## src/rtl/data_sram_arb_2x1.sv

```systemverilog
// Two-master arbiter for a single-port synchronous data SRAM, with lock bursts and tagged read return.
// Build option: DATA_SRAM_ARB_FIXED_PRIO_EN selects fixed m0 priority instead of round-robin.
module data_sram_arb_2x1 #(
  parameter int unsigned ADDR_W = 32,
  parameter int unsigned DATA_W = 32,
  parameter int unsigned WEN_W  = 4
) (
  input  logic              clk,
  input  logic              reset,
  input  logic              m0_req,
  input  logic [WEN_W-1:0]  m0_wen,
  input  logic [ADDR_W-1:0] m0_addr,
  input  logic [DATA_W-1:0] m0_wdata,
  input  logic              m0_lock,
  output logic              m0_gnt,
  output logic              m0_rvalid,
  output logic [DATA_W-1:0] m0_rdata,
  input  logic              m1_req,
  input  logic [WEN_W-1:0]  m1_wen,
  input  logic [ADDR_W-1:0] m1_addr,
  input  logic [DATA_W-1:0] m1_wdata,
  input  logic              m1_lock,
  output logic              m1_gnt,
  output logic              m1_rvalid,
  output logic [DATA_W-1:0] m1_rdata,
  output logic              sram_en,
  output logic [WEN_W-1:0]  sram_wen,
  output logic [ADDR_W-1:0] sram_addr,
  output logic [DATA_W-1:0] sram_wdata,
  input  logic [DATA_W-1:0] sram_rdata,
  output logic [15:0]       conflict_cnt
);

  typedef enum logic [1:0] {
    SEL_NONE = 2'd0,
    SEL_M0   = 2'd1,
    SEL_M1   = 2'd2
  } sel_e;

  sel_e              owner;
  sel_e              rd_tag;
  sel_e              win_sel;
  logic              prio_fav;
  logic              g0;
  logic              g1;
  logic              hold0;
  logic              hold1;
  logic              win_lock;
  logic [DATA_W-1:0] rdata0_q;
  logic [DATA_W-1:0] rdata1_q;

`ifdef DATA_SRAM_ARB_FIXED_PRIO_EN
  assign prio_fav = 1'b0;
`else
  logic prio_q;
  assign prio_fav = prio_q;

  always_ff @(posedge clk or negedge reset) begin
    if (!reset) begin
      prio_q <= 1'b0;
    end else if (g0 || g1) begin
      prio_q <= g0;
    end
  end
`endif

  // An owner keeps exclusivity while it locks or still requests; an owner
  // requesting with lock low gets this final access and releases on the same edge.
  always_comb begin
    hold0 = (owner == SEL_M0) && (m0_req || m0_lock);
    hold1 = (owner == SEL_M1) && (m1_req || m1_lock);
    g0    = 1'b0;
    g1    = 1'b0;
    if (!reset) begin
      g0 = 1'b0;
      g1 = 1'b0;
    end else if (hold0) begin
      g0 = m0_req;
    end else if (hold1) begin
      g1 = m1_req;
    end else if (m0_req && m1_req) begin
      g0 = !prio_fav;
      g1 = prio_fav;
    end else begin
      g0 = m0_req;
      g1 = m1_req;
    end
  end

  always_comb begin
    sram_en    = 1'b0;
    sram_wen   = '0;
    sram_addr  = '0;
    sram_wdata = '0;
    win_sel    = SEL_NONE;
    win_lock   = 1'b0;
    if (g0) begin
      sram_en    = 1'b1;
      sram_wen   = m0_wen;
      sram_addr  = m0_addr;
      sram_wdata = m0_wdata;
      win_sel    = SEL_M0;
      win_lock   = m0_lock;
    end else if (g1) begin
      sram_en    = 1'b1;
      sram_wen   = m1_wen;
      sram_addr  = m1_addr;
      sram_wdata = m1_wdata;
      win_sel    = SEL_M1;
      win_lock   = m1_lock;
    end
  end

  assign m0_gnt = g0;
  assign m1_gnt = g1;

  always_ff @(posedge clk or negedge reset) begin
    if (!reset) begin
      owner        <= SEL_NONE;
      rd_tag       <= SEL_NONE;
      conflict_cnt <= '0;
      rdata0_q     <= '0;
      rdata1_q     <= '0;
    end else begin
      if (sram_en) begin
        owner <= win_lock ? win_sel : SEL_NONE;
      end else if ((owner == SEL_M0 && !m0_lock) || (owner == SEL_M1 && !m1_lock)) begin
        owner <= SEL_NONE;
      end
      rd_tag <= (sram_en && (sram_wen == '0)) ? win_sel : SEL_NONE;
      if (m0_req && m1_req && (conflict_cnt != '1)) begin
        conflict_cnt <= conflict_cnt + 16'd1;
      end
      if (rd_tag == SEL_M0) begin
        rdata0_q <= sram_rdata;
      end
      if (rd_tag == SEL_M1) begin
        rdata1_q <= sram_rdata;
      end
    end
  end

  // Returned data passes straight through in the return cycle and is held afterwards.
  assign m0_rvalid = (rd_tag == SEL_M0);
  assign m1_rvalid = (rd_tag == SEL_M1);
  assign m0_rdata  = m0_rvalid ? sram_rdata : rdata0_q;
  assign m1_rdata  = m1_rvalid ? sram_rdata : rdata1_q;

endmodule

```

## config.mk

```make
export PLATFORM = sky130hd
export DESIGN_NAME = data_sram_arb_2x1
export DESIGN_NICKNAME = d
export VERILOG_FILES = /design/src/rtl/data_sram_arb_2x1.sv
export SDC_FILE = /design/constraint.sdc
export NUM_CORES = 1
export LEC_CHECK = 0
export CAP_MARGIN = 10
export CORE_AREA = 2 2 128 130
export DETAILED_ROUTE_END_ITERATION = 10
export DIE_AREA = 0 0 130 132
export GPL_TIMING_DRIVEN = 0
export PLACE_DENSITY = 0.74
export SLEW_MARGIN = 20
export SYNTH_ARGS = -nofsm -noshare
export SYNTH_HDL_FRONTEND = slang
export SYNTH_SLANG_ARGS = --single-unit
```

## constraint.sdc

```tcl
create_clock -name clk -period 3.5 [get_ports clk]
set_clock_uncertainty 0.05 [all_clocks]
set_input_delay 0.7 -clock clk [delete_from_list [all_inputs] [get_ports clk]]
set_output_delay 0.7 -clock clk [all_outputs]
set_load 0.03 [all_outputs]
```

# Yosys cells after proc, flatten, opt, wreduce, memory -nomap -nowiden
# Cells that the tools add are included.
dict set report totals {
  word_cells 54
  ff_bits 85
  in_bits 174
  output_inout_bits 153
}
dict set report classes {
  n_mux 26
  addsub 1
  reduce_logical 16
  eq_ne 5
}
# operator count
set op_table {}
lappend op_table {{$mux 32} 6}
lappend op_table {{$add 16x1->16 const B} 1}
lappend op_table {{$ne 16x16->1 const B} 1}
lappend op_table {{$mux 1} 12}
lappend op_table {{$mux 2} 6}
lappend op_table {{$mux 4} 2}
lappend op_table {{$logic_and 1x1->1} 7}
lappend op_table {{$eq 2x1->1 const B} 2}
lappend op_table {{$eq 2x2->1 const B} 2}
lappend op_table {{$logic_not 4->1} 1}
lappend op_table {{$logic_or 1x1->1} 4}
lappend op_table {{$logic_not 1->1} 3}
lappend op_table {{$reduce_bool 2->1} 1}

# Logic depth before layout (Yosys ltp)
dict set report depth {
  ltp_word 10
  depth_mapped 6
}

# Worst setup path before layout
# No wires, ideal clock.
dict set report synth_timing {
  path_kind {in2out}
  start {input m1_req}
  end {output sram_addr[26]}
  path_stages 6
  setup_slack_ns 0.852
  arrival_ns 1.898
  required_ns 2.750
  cell_sequence {nor2_1 o311ai_1 and2_1 buf_2 buf_2 a22o_1}
}
dict set report synth_via {
  elab_chain_len 7
}
# element line
set synth_rtl {}
lappend synth_rtl {{start: declaration} 18} ;# input logic m1_req,
lappend synth_rtl {{$logic_and 1x1->1 or $logic_or 1x1->1 (tied branches)} {81, 71}}
lappend synth_rtl {{$mux 1 or $logic_and 1x1->1 (tied branches)} {81, 71}}
lappend synth_rtl {{$mux 1 (*)} 79} ;# end else if (hold1) begin
lappend synth_rtl {{$mux 1 (*)} 77} ;# end else if (hold0) begin
lappend synth_rtl {{$mux 1 (*)} 74} ;# if (!reset) begin
lappend synth_rtl {{via m1_gnt} 23} ;# output logic m1_gnt,
lappend synth_rtl {{$mux 32 (*)} 104} ;# end else if (g1) begin
lappend synth_rtl {{$mux 32 (*)} 97} ;# if (g0) begin
lappend synth_rtl {{end: declaration} 28} ;# output logic [ADDR_W-1:0] sram_addr,
# The timed path passes the listed nets; every way through them passes the cells marked *.

# Worst setup path after layout
dict set report layout_timing {
  start {input m1_lock}
  end {output sram_wdata[6]}
}
dict set report layout_via {
  elab_chain_len 7
}
# element line
set layout_rtl {}
lappend layout_rtl {{start: declaration} 22} ;# input logic m1_lock,
lappend layout_rtl {{$logic_or 1x1->1 (*)} 71} ;# hold1 = (owner == SEL_M1) && (m1_req || m1_lock);
lappend layout_rtl {{$logic_and 1x1->1 (*)} 71}
lappend layout_rtl {{$mux 1} 79}
lappend layout_rtl {{$mux 1} 77}
lappend layout_rtl {{$mux 1} 74}
lappend layout_rtl {{$mux 32} 104}
lappend layout_rtl {{$mux 32 (*)} 97}
lappend layout_rtl {{end: declaration} 29} ;# output logic [DATA_W-1:0] sram_wdata,
# Mark *: on every way between the ends. The rest lies on a longest branch, timed or not.

==> results <==
==> power by group <==
group | internal [µW] | switching (µW)
Clock | 577 | 393
Sequential | 1200 | 108
Combinational | 883 | 1070
==> final timing paths <==
kind | startpoint | end | slack [ns] | cells past startpoint
max in group asynchronous | reset | rd_tag[1] | 2.55 | 2
min in group clk | rdata1_q[31] | rdata1_q[31] | 0.45 | 1
hold / removal | reset | rdata0_q[10] | 0.24 | 1
setup / recovery | m1_lock | sram_wdata[6] | 0.09 | 8
setup reg to reg | conflict_cnt[0] | conflict_cnt[1] | 1.54 | 5
hold reg to reg | rdata1_q[31] | rdata1_q[31] | 0.45 | 1
==> layout make-up <==
cell class                 count  share of cell area, %
clock buffer                  10                   2.97
clock inverter                 6                  0.854
sequential                    85                   26.4
inverter                       6                  0.279
tap                          216                   3.35
buffer                        25                   1.82
timing repair buffer         327                   40.7
multi-input combinational    212                   23.7
==> sequential cells by signal (all words and copies together) (netlist names) <==
name	flops
rdata0_q	32
rdata1_q	32
conflict_cnt	16
owner	2
rd_tag	2
prio_fav	1
==> worst max-delay path: stages <==
cell,delay [ns]
clkdlybuf4s50_1,0.51
nor2_1,0.07
o311ai_2,0.27
and2_1,0.17
clkbuf_4,0.20
buf_4,0.19
a22o_1,0.15
clkdlybuf4s15_1,0.38
==> layer usage <==
metal	wire, µm	track usage, %	share of wire [%]
met4	414	6.45	2.3
met5	49	0	0.27
met2	9140	36.6	51
met3	1700	7.02	9.4
met1	6710	22.7	37
==> cells in the final DEF, fill, tap and decap left out, types with 5 or more instances in the layout <==
cell type / netlist / final
xor2_1: 7 / 7
clkdlybuf4s50_1: 0 / 252
dfrtp_1: 85 / 85
buf_2: 20 / 13
nand2_1: 7 / 7
inv_1: 6 / 6
a22o_1: 68 / 68
clkbuf_16: 0 / 9
clkbuf_2: 0 / 12
buf_4: 0 / 5
dlygate4sd2_1: 0 / 6
mux2_2: 65 / 65
nor2_1: 5 / 5
clkdlybuf4s15_2: 0 / 50
==> per-stage QoR <==
stage / TNS, ns / std cells / hold slack [ns] / setup WS (ns) / area (µm²)
floorplan: 0 / 328 / 0.354 / 0.852 / 4170
global placement: -335.71 / 870 / 0.428 / -3.22 / 7700
detailed placement: -34.94 / 871 / 0.436 / -0.637 / 7730
CTS: 0 / 887 / 0.242 / 0.000921 / 8100
global route: 0 / 887 / 0.257 / 0.000163 / 8060
finish: 0 / 887 / 0.244 / 0.0914 / 8060
==> cells by family after synthesis <==
logic type,after synthesis
and+or+nand+nor,44
DFF,85
AOI/OAI and AO/OA,91
buffers and inverters,31
muxes,66
xor gates and xnor gates,10
adders and majority gates,1
==> timing repair <==
item                                    in CTS  in global routing
gates resized for setup                    199                 22
endpoints found under the hold margin        0                  0
endpoints found under the setup margin      71                 66
==> run metrics <==
fin crit share 97.4%; synth warn 0; top cell type's share of synthesized area 51.0%; number of synthesized flops with an enable pin 0; Final setup viols 0; Final Critical Period 3.41 ns; TritonCTS clock tree done; Fmax 293 MHz; slew at the pin closest to its max-slew limit slightly below 0.6 ns; io pins 327; syn_nets approximately 500; CP Max Fanout 10; grt ovf 0; status completed; share of cells above drive strength 1 26.4%; Post-CTS Hold Fix Bufs 0; CP arrival about 2.7 ns; Die W 130 µm; gpl congestion 0.962; largest net degree at the start of global routing just over 60; Synth cell types 42; Core Rows 46; Synth Area in XOR/XNOR 2.10%; setup repair after global routing missed its margin false; gr usage total 20.5%; cell taking the most area after synthesis dfrtp_1; via count 4255; Filler Cells Inserted between 1000 and 1500; synthesis-to-finish area growth 93.4%; Peak supply drop 0.000289 V; clk slew on worst S/H paths 0.06 ns; Core Area around 0.016 mm²; remaining routing DRC violations 0; final WL 18.0 mm; Starting DRT DRC Count 169; clock root buffer clkbuf_16; vias in the first global route about 4600; synth top area cells dfrtp_1 51%, mux2_2 18%, a22o_1 14%, buf_2 2.4%, xor2_1 1.5%; drt wl/cell 20.3 µm; sequential share of the synthesized area between 50% and 60%; antenna violations before repair 4; clock net sink count 85; Core Util, Final 51.3%; largest family of logic cells by synthesized area compound AO/OA/AOI/OAI gates; vias per cell approximately 4.8; synthesized flop and latch total 85; footprint of the multi-input gates 0.00191 mm²; register area 0.00213 mm²; max_cap viols 0; type of the most critical hold path in2async; CP Launch Type primary input; Critical Path RT 2.75 ns; Synth Flop Type dfrtp_1; post-route ant nets 0; Syn Area/Cell 12.7 µm²; final-report hold violation count 0; Max Transition Viols Final 0; Synth async-reset ratio 100%; crit end category primary output; Setup CP Type in2out; Initial Utilization 26.5%; Synth top cells by count 85 x dfrtp_1, 68 x a22o_1, 65 x mux2_2; Die Footprint 0.0172 mm²; Max-slew headroom 60.8%; Synth Area in Compound Gates 18.3%; Lkg Pwr 0.00342 µW; clock insertion delay at the later pin of the skew report 0.33 ns; clock buffer depth 2; Cells after Synth 328; post-CTS setup buffers 0; chip height between 100 and 150 µm; port bufs 326; Simple-Gate Fraction of Synth Area between 6 and 7%; cell area after synthesis about 0.0042 mm²; n_diodes 0; DP HPWL 15.0 mm; Num CTS Buffers 9; count leader, synth dfrtp_1; adder-cell share of the synthesized area 0.300%; global-route wire length before repair 26.7 mm; pwr dens between 500 and 600 mW/mm²; mux contribution to synthesized area 17.9%; nets roughly 840; drt pass-1 iters 4; H-tree depth 3; Total Power roughly 4200 µW
No activity file was read; power rests on OpenSTA's default activity.
